`src/rtl/bcd_game_timer.sv`:
```
// Parametrised N-digit BCD countdown timer for the game-time display.
// Internal tick prescaler, pause, saturating bonus add, warning and expiry flags.
module bcd_game_timer #(
    parameter int                        NUM_DIGITS = 4,
    parameter logic [4*NUM_DIGITS-1:0]   START_BCD  = 16'h0025,
    parameter logic [4*NUM_DIGITS-1:0]   WARN_BCD   = 16'h0005,
    parameter int                        TICK_DIV   = 100_000_000
) (
    input  logic                    clk,
    input  logic                    rst,
    input  logic [1:0]              game_state,
    input  logic                    pause,
    input  logic                    add_valid,
    input  logic [4*NUM_DIGITS-1:0] add_bcd,
    output logic [4*NUM_DIGITS-1:0] digits_bcd,
    output logic                    tick,
    output logic                    expired,
    output logic                    expired_pulse,
    output logic                    warn,
    output logic                    add_err
);

    localparam int W  = 4 * NUM_DIGITS;
    localparam int PW = (TICK_DIV > 2) ? $clog2(TICK_DIV) : 1;
    localparam logic [PW-1:0] PRESC_MAX = PW'(TICK_DIV - 1);

    typedef enum logic [1:0] {
        IDLE           = 2'b00,
        OPENING_SCREEN = 2'b01,
        GAME_RUNNING   = 2'b10,
        GAME_OVER      = 2'b11
    } game_state_e;

    // Subtract one with borrow rippling across digits; only called on a nonzero count.
    function automatic logic [W-1:0] bcd_dec(input logic [W-1:0] v);
        logic [W-1:0] r;
        logic         borrow;
        logic [3:0]   d;
        r      = v;
        borrow = 1'b1;
        for (int i = 0; i < NUM_DIGITS; i++) begin
            d = v[4*i +: 4];
            if (borrow) begin
                if (d == 4'd0) begin
                    d = 4'd9;
                end else begin
                    d      = d - 4'd1;
                    borrow = 1'b0;
                end
            end
            r[4*i +: 4] = d;
        end
        return r;
    endfunction

    function automatic logic [W-1:0] bcd_add_sat(input logic [W-1:0] a, input logic [W-1:0] b);
        logic [W-1:0] r;
        logic [W-1:0] all_nines;
        logic         carry;
        logic [4:0]   s;
        carry = 1'b0;
        for (int i = 0; i < NUM_DIGITS; i++) begin
            s = {1'b0, a[4*i +: 4]} + {1'b0, b[4*i +: 4]} + {4'd0, carry};
            if (s > 5'd9) begin
                s     = s - 5'd10;
                carry = 1'b1;
            end else begin
                carry = 1'b0;
            end
            r[4*i +: 4]         = s[3:0];
            all_nines[4*i +: 4] = 4'd9;
        end
        return carry ? all_nines : r;
    endfunction

    function automatic logic bcd_valid(input logic [W-1:0] v);
        logic ok;
        ok = 1'b1;
        for (int i = 0; i < NUM_DIGITS; i++) begin
            if (v[4*i +: 4] > 4'd9) ok = 1'b0;
        end
        return ok;
    endfunction

    game_state_e   state;
    logic [W-1:0]  count;
    logic [PW-1:0] presc;
    logic          running;
    logic          count_zero;
    logic          presc_en;
    logic          tick_en;
    logic          add_try;
    logic          add_ok;
    logic          add_bad;
    logic [W-1:0]  dec_val;
    logic [W-1:0]  count_next;

    assign state = game_state_e'(game_state);

    // NOTE: every always_comb output gets a default first so no path leaves it unassigned (no latch).
    always_comb begin
        running    = (state == GAME_RUNNING);
        count_zero = (count == '0);
        presc_en   = running && !pause && !count_zero;
        tick_en    = presc_en && (presc == PRESC_MAX);
        add_try    = running && !count_zero && !pause && add_valid;
        add_ok     = add_try && bcd_valid(add_bcd);
        add_bad    = add_try && !bcd_valid(add_bcd);
        dec_val    = tick_en ? bcd_dec(count) : count;
        count_next = add_ok ? bcd_add_sat(dec_val, add_bcd) : dec_val;
    end

    // NOTE: all sequential state uses non-blocking assignments so every register samples pre-edge values.
    always_ff @(posedge clk or posedge rst) begin
        if (rst) begin
            count         <= START_BCD;
            presc         <= '0;
            tick          <= 1'b0;
            expired_pulse <= 1'b0;
            add_err       <= 1'b0;
        end else begin
            tick          <= 1'b0;
            expired_pulse <= 1'b0;
            add_err       <= 1'b0;
            case (state)
                IDLE, OPENING_SCREEN: begin
                    count <= START_BCD;
                    presc <= '0;
                end
                GAME_RUNNING: begin
                    count <= count_next;
                    if (presc_en) presc <= tick_en ? '0 : presc + 1'b1;
                    tick          <= tick_en;
                    expired_pulse <= !count_zero && (count_next == '0);
                    add_err       <= add_bad;
                end
                default: ; // GAME_OVER freezes count and prescaler
            endcase
        end
    end

    assign digits_bcd = count;
    assign expired    = count_zero && (state == GAME_RUNNING || state == GAME_OVER);
    // Valid BCD orders the same as binary, so a plain compare works.
    assign warn       = !count_zero && (count <= WARN_BCD);

endmodule

```
`config.mk`:
```
export PLATFORM = sky130hd
export DESIGN_NAME = bcd_game_timer
export DESIGN_NICKNAME = d
export VERILOG_FILES = /design/src/rtl/bcd_game_timer.sv
export SDC_FILE = /design/constraint.sdc
export NUM_CORES = 1
export LEC_CHECK = 0
export CELL_PAD_IN_SITES_DETAIL_PLACEMENT = 1
export CELL_PAD_IN_SITES_GLOBAL_PLACEMENT = 1
export CORE_ASPECT_RATIO = 0.6
export CORE_UTILIZATION = 44
export DETAILED_ROUTE_END_ITERATION = 6
export GPL_ROUTABILITY_DRIVEN = 0
export PLACE_DENSITY = 0.81
export SETUP_SLACK_MARGIN = 0.15
export SLEW_MARGIN = 20
export SYNTH_ARGS = -nofsm -noshare
export SYNTH_HDL_FRONTEND = slang
export SYNTH_SLANG_ARGS = --single-unit
```
`constraint.sdc`:
```
create_clock -name clk -period 11.25 [get_ports clk]
set_input_delay 2.8125 -clock clk [delete_from_list [all_inputs] [get_ports clk]]
set_output_delay 2.8125 -clock clk [all_outputs]
set_load 0.05 [all_outputs]
```
==> flow_summary_export.csv, run 1 <==
group,metric,value,unit
run_status,status,"finished clean",
floorplanning,dieHeight,71.8,um
sta,hold_viol,0,
sta,fin_crit_sh,0.955,
setup_path,worstPathRequired,11.48,ns
sta,setup-violations-final,0,
setup_path,critPathCaptureType,"register",
clocking,cts.sinks,46,
sta,final.min_clock_period,10.74,ns
yosys,ys_seq_area_frac,0.323,
yosys,synth_cells,380,
routing,wire_per_inst,20.3,um
final_layout,fill_cells,913,
setup_path,timing.critical_path.mode_cell,"fa_1",
clocking,numCtsBuffers,5,
yosys,dominantRegCellSynth,"dfrtp_1",
final_layout,multiInputGateArea,0.00236,sq mm
setup_path,crit_arrival,10.97,ns
setup_path,startpoint_type,"primary input",
floorplanning,initial_core_util,0.453,
job,drv_cap,0,
clocking,cts.clk_slew.worst_paths,0.07,ns
setup_path,crit_cells,30,
setup_path,criticalPathCategory,"primary input to register",
yosys,avgSynthCellArea,9.40,sq um
final_layout,seq_area,0.00115,sq mm
yosys,async_flop_share,1.00,
sta,holdWs,0.554,ns
clocking,htreeDepth,2,
setup_path,worstPathMaxFanout,6,
sta,tightest_slew,0.934,ns
yosys,syn_area,0.00357,sq mm
clocking,clk_path_buf_depth,2,
routing,vias_per_cell,6.07,
routing,ant_nets,0,
sta,finalMaxSlewViolations,0,
final_layout,nets,474,
pwr,ir_drop,90.1,uV
placed_design,hpwlAfterDp,8.54,mm
routing,vias,3247,
floorplanning,core_area,0.00788,sq mm
yosys,synth-seq-cells,46,
clocking,clock_latency,0.30,ns
final_layout,diodes,0,
floorplanning,pin_count,43,
setup_path,slowest_delay,0.54,ns
setup_path,r2r-end,"expired_pulse",
grt,grtUsageTotal,0.269,
setup_path,r2r_slack,2.41,ns
pwr,power.density,96.7,mW/mm^2
hold_path,min_from,"presc[26]",
sta,skew,0.00761,ns
setup_path,r2r_start,"digits_bcd[0]",
yosys,synth_edf_count,0,
grt,grt_overflow,0,
sta,tns,0,ns
pwr,p_leak,1.80,nW
clocking,cts_hold_buf,0,
sta,max_slew_margin,0.377,
sta,rsz0062_at_grt,"false",
grt,antenna_found_initial,0,
yosys,synthTopCellsByArea,"dfrtp_1, ha_1, nor2_1",
clocking,cts_tree,"built",
routing,drtPass1Iterations,5,
yosys,synth.largest_area_cell,"dfrtp_1",
sta,clock.fmax,0.0931,GHz
final_layout,drive_gt1_frac,0.131,
hold_path,hold_path_end,"presc[26]",
yosys,synth_top_area_frac,0.301,
grt,grt_max_degree,47,
yosys,yosys_warnings,0,
final_layout,synthToLayoutAreaGrowth,21.0,%
grt,grt_pass1_wl,17.5,mm
final_layout,final_common_cell,"nor2_1",
placed_design,portBuffers,42,
routing,drt-initial-drc-count,240,
routing,routed_wl,10.9,mm
setup_path,critPathBufInv,3,
yosys,yosys.cell_types.count,72,
floorplanning,die-area,0.00850,sq mm
hold_path,hold_path_class,"register to register",
setup_path,critPathSlowestCell,"clkdlybuf4s50_1",
setup_path,rr_worst_depth,31,
floorplanning,die_w,118,um
floorplanning,std_cell_rows,25,
final_layout,final_cell_mix,"nor2_1, dfrtp_1, clkdlybuf4s50_1",
setup_path,path_delay_family,"adder cells",
grt,grt_pass1_vias,3183,
hold_path,hold_path_depth,2,
final_layout,fin_util,0.549,
clocking,post_cts_buffers,0,
clocking,root_buffer,"clkbuf_16",
yosys,synthesis.nets,428,
routing,drc,0,
## final cells by class
type                    count  share of cell area
multi-input cells         314               0.546
flip-flops and latches     46               0.267
repair buffers             47               0.106
well taps                 108              0.0312
clock buffers               5              0.0289
inverters                  12              0.0107
clock inverters             3              0.0104
## metrics by stage
stage | power (mW) | std cells | cell area [sq um] | setup WS [ns]
2_1_floorplan | 0.217 | 380 | 3570 | 1.34
3_3_place_gp | 0.242 | 527 | 4130 | 0.456
3_5_place_dp | 0.244 | 527 | 4130 | 0.0327
4_1_cts | 0.419 | 535 | 4300 | 0.352
5_1_grt | 0.433 | 535 | 4330 | 0.112
6_report | 0.418 | 535 | 4330 | 0.506
## layer usage
layer / share of wire / wire length (um) / vias up / GRT usage
li1: - / - / 1475 / -
met1: 0.51 / 5520 / 1637 / 0.422
met2: 0.41 / 4410 / 118 / 0.371
met3: 0.073 / 797 / 17 / 0.0462
met4: 0.015 / 161 / 0 / 0.0798
met5: 0 / 0 / - / 0
## state kept, by name (all words and copies together) (netlist names)
| signal | count |
|---|---|
| presc | 27 |
| digits_bcd | 16 |
| add_err | 1 |
| expired_pulse | 1 |
| tick | 1 |
## synth_stat cells, drive strengths merged, types with 5 or more instances
cell type  instances
and4               5
nor2              51
ha                19
nand4             14
nand2             31
a21oi             11
nor3               9
nor3b              6
o31ai              6
nor4              10
xor2              17
nand3             12
nor2b              6
dfrtp             43
xnor2             16
a21o               6
and2               6
mux2               5
fa                 7
inv               12
nand2b             5
mux2i              5
o21ai             14
## where the power goes
| part | switching [mW] | internal (mW) |
|---|---|---|
| clock network | 0.0689 | 0.105 |
| logic | 0.0445 | 0.0318 |
| registers | 0.00148 | 0.167 |
| total | 0.115 | 0.303 |
## worst reg2reg max path, delay by kind of cell, from the launching register on
kind	cells	cell delay [ns]
adders and majority gates	9	3.47
and+or+nand+nor	7	1.75
AOI/OAI and AO/OA	8	1.53
xor gates and xnor gates	3	0.76
DFF	1	0.58
buffers and inverters	3	0.39
muxes	1	0.29
## cell families (layout without fill, tap and decap cells)
group                    after synthesis  in the layout  share of synthesized area
AO/OA/AOI/OAI                         70             70                      0.139
XOR/XNOR                              33             33                     0.0809
adder cells (fa/ha/maj)               26             26                      0.106
buffers and inverters                 20             67                     0.0231
flip-flops                            46             46                      0.323
multiplexers                          10             10                     0.0308
AND/OR/NAND/NOR                      175            175                      0.297
## worst max-delay path by stage
stage | to | slack (ns) | start
3_3_place_gp | expired_pulse | 0.46 | game_state[1]
4_1_cts | expired_pulse | 0.35 | game_state[1]
2_1_floorplan | expired_pulse | 1.34 | game_state[0]
3_5_place_dp | expired_pulse | 0.03 | game_state[1]
5_1_grt | expired_pulse | 0.11 | game_state[1]
6_report | expired_pulse | 0.51 | game_state[1]
## repair_timing
action                                  in CTS  in global routing
endpoints found under the setup margin       0                  3
gates resized for setup                      0                  4
endpoints found under the hold margin        0                  0
Note: power is estimated with default switching activity, not from simulation.
==> inputs of run 2 (changes only) <==
--- a/config.mk
+++ b/config.mk
@@ -8,10 +8,10 @@
 export CELL_PAD_IN_SITES_DETAIL_PLACEMENT = 1
 export CELL_PAD_IN_SITES_GLOBAL_PLACEMENT = 1
 export CORE_ASPECT_RATIO = 0.6
-export CORE_UTILIZATION = 44
+export CORE_UTILIZATION = 47
 export DETAILED_ROUTE_END_ITERATION = 6
 export GPL_ROUTABILITY_DRIVEN = 0
-export PLACE_DENSITY = 0.81
+export PLACE_DENSITY = 0.86
 export SETUP_SLACK_MARGIN = 0.15
 export SLEW_MARGIN = 20
 export SYNTH_ARGS = -nofsm -noshare
==> constraint.sdc (replaced) <==
create_clock -name clk -period 13.7 [get_ports clk]
set_input_delay 3.425 -clock clk [delete_from_list [all_inputs] [get_ports clk]]
set_output_delay 3.425 -clock clk [all_outputs]
set_load 0.05 [all_outputs]
==> run 2 against run 1 <==
Effect of this change: sequential cell count unchanged; setup slack better by 0.68 ns; via count is essentially flat.
==> flow_summary_export.csv, run 2 (synthesis gave the netlist of run 1 again) <==
group,metric,value,unit
floorplanning,core_area,0.00730,sq mm
pwr,combPwrFrac,0.177,
clocking,cts_resized,0,
setup_path,slowest_delay,0.67,ns
pwr,internal-power,0.247,mW
hold_path,hold_path_class,"register to register",
placed_design,dp.cells,518,
grt,grt_pass1_vias,3309,
sta,max_slew_margin,0.405,
setup_path,rr_worst_depth,31,
routing,routed_wl,11.4,mm
clocking,htreeDepth,2,
final_layout,diodes,0,
run_status,status,"finished clean",
floorplanning,initial_core_util,0.490,
setup_path,critPathSlowestCell,"clkdlybuf4s50_1",
clocking,clk_path_buf_depth,2,
placed_design,hpwlAfterDp,8.63,mm
job,drv_cap,0,
grt,grtUsageTotal,0.304,
sta,skew,0.00515,ns
final_layout,instances_no_fill,526,
sta,fin_crit_sh,0.914,
grt,grt_pass1_wl,18.4,mm
routing,wire_per_inst,21.7,um
pwr,clkPwrFrac,0.418,
clocking,post_cts_buffers,0,
setup_path,timing.critical_path.mode_cell,"fa_1",
hold_path,hold_path_depth,2,
final_layout,nets,469,
pwr,power_switching,0.0938,mW
clocking,cts.clk_slew.worst_paths,0.07,ns
grt,grt_max_degree,47,
routing,drt-initial-drc-count,238,
sta,clock.fmax,0.0799,GHz
sta,tightest_slew,0.892,ns
setup_path,crit_arrival,12.73,ns
placed_design,portBuffers,42,
final_layout,largest_reg_flops,27,
pwr,ir_drop,45.0,uV
floorplanning,std_cell_rows,24,
sta,rsz0062_at_grt,"false",
clocking,clock_latency,0.29,ns
clocking,cts_tree,"built",
pwr,power.density,80.2,mW/mm^2
sta,final.min_clock_period,12.52,ns
sta,holdWs,0.549,ns
floorplanning,pin_count,43,
pwr,p_sw_frac,0.275,
sta,finalMaxSlewViolations,0,
pwr,pwr-share-seq,0.404,
final_layout,final_cell_mix,"nor2_1, dfrtp_1, clkdlybuf4s50_1",
routing,drc,0,
routing,vias_per_cell,6.17,
sta,setup-violations-final,0,
floorplanning,die_w,115,um
pwr,p_leak,1.77,nW
final_layout,largest-register,"presc",
clocking,cts_hold_buf,0,
routing,vias,3248,
grt,grt_overflow,0,
sta,tns,0,ns
clocking,numCtsBuffers,5,
grt,antenna_found_initial,0,
setup_path,worstPathRequired,13.91,ns
final_layout,drive_gt1_frac,0.111,
final_layout,final_common_cell,"nor2_1",
setup_path,critPathCaptureType,"register",
clocking,root_buffer,"clkbuf_16",
final_layout,synthToLayoutAreaGrowth,19.0,%
setup_path,worstPathMaxFanout,9,
sta,hold_viol,0,
setup_path,startpoint_type,"primary input",
routing,ant_nets,0,
floorplanning,die-area,0.00797,sq mm
pwr,finalPower,0.341,mW
setup_path,criticalPathCategory,"primary input to register",
clocking,cts.sinks,46,
floorplanning,dieHeight,69.5,um
routing,drtPass1Iterations,5,
-- run 2: layout make-up --
type	instances	area [sq um]
multi-input cells	314	2340
clock inverters	2	37.5
well taps	104	130
flip-flops and latches	46	1150
inverters	12	46.3
repair buffers	42	420
fillers	838	3040
clock buffers	6	129
-- run 2: per-layer routing --
layer	vias up	track usage	wire, um
met2	124	0.434	4880
met1	1634	0.475	5530
met4	0	0.0505	109
met3	18	0.0638	894
li1	1472	-	-
met5	-	0	0
-- run 2: worst max-delay path: cells and delay by family --
family,cells,cell delay (ns)
adder cells (fa/ha/maj),8,3.19
AND/OR/NAND/NOR,9,2.26
AO/OA/AOI/OAI,7,2.22
buffers and inverters,3,0.84
XOR/XNOR,2,0.49
multiplexers,1,0.28
-- run 2: power groups by stage --
stage                     registers (mW)  clock network, mW  logic, mW
final                              0.138              0.143     0.0605
after global routing               0.138              0.146     0.0657
after CTS                          0.138              0.142     0.0598
after detailed placement           0.140                  0     0.0589
after global placement             0.140                  0     0.0563
after floorplan                    0.142                  0     0.0362
-- run 2: worst paths after layout --
kind / slack [ns] / endpoint / start
worst max register to register: 4.04 / expired_pulse / digits_bcd[0]
max in group asynchronous: 9.60 / digits_bcd[10] / rst
worst min register to register: 0.55 / presc[13] / presc[13]
min in group asynchronous: 3.59 / presc[15] / rst
worst min-delay path: 0.55 / presc[13] / presc[13]
worst max-delay path: 1.18 / expired_pulse / game_state[1]
-- run 2: per-stage QoR --
| step | util | area, sq um | setup slack, ns |
|---|---|---|---|
| floorplan | - | 3570 | 3.17 |
| global placement | 0.560 | 4090 | 1.77 |
| detailed placement | 0.560 | 4090 | 1.05 |
| CTS | 0.583 | 4250 | 1.29 |
| global route | 0.583 | 4250 | 0.672 |
| finish | 0.583 | 4250 | 1.18 |
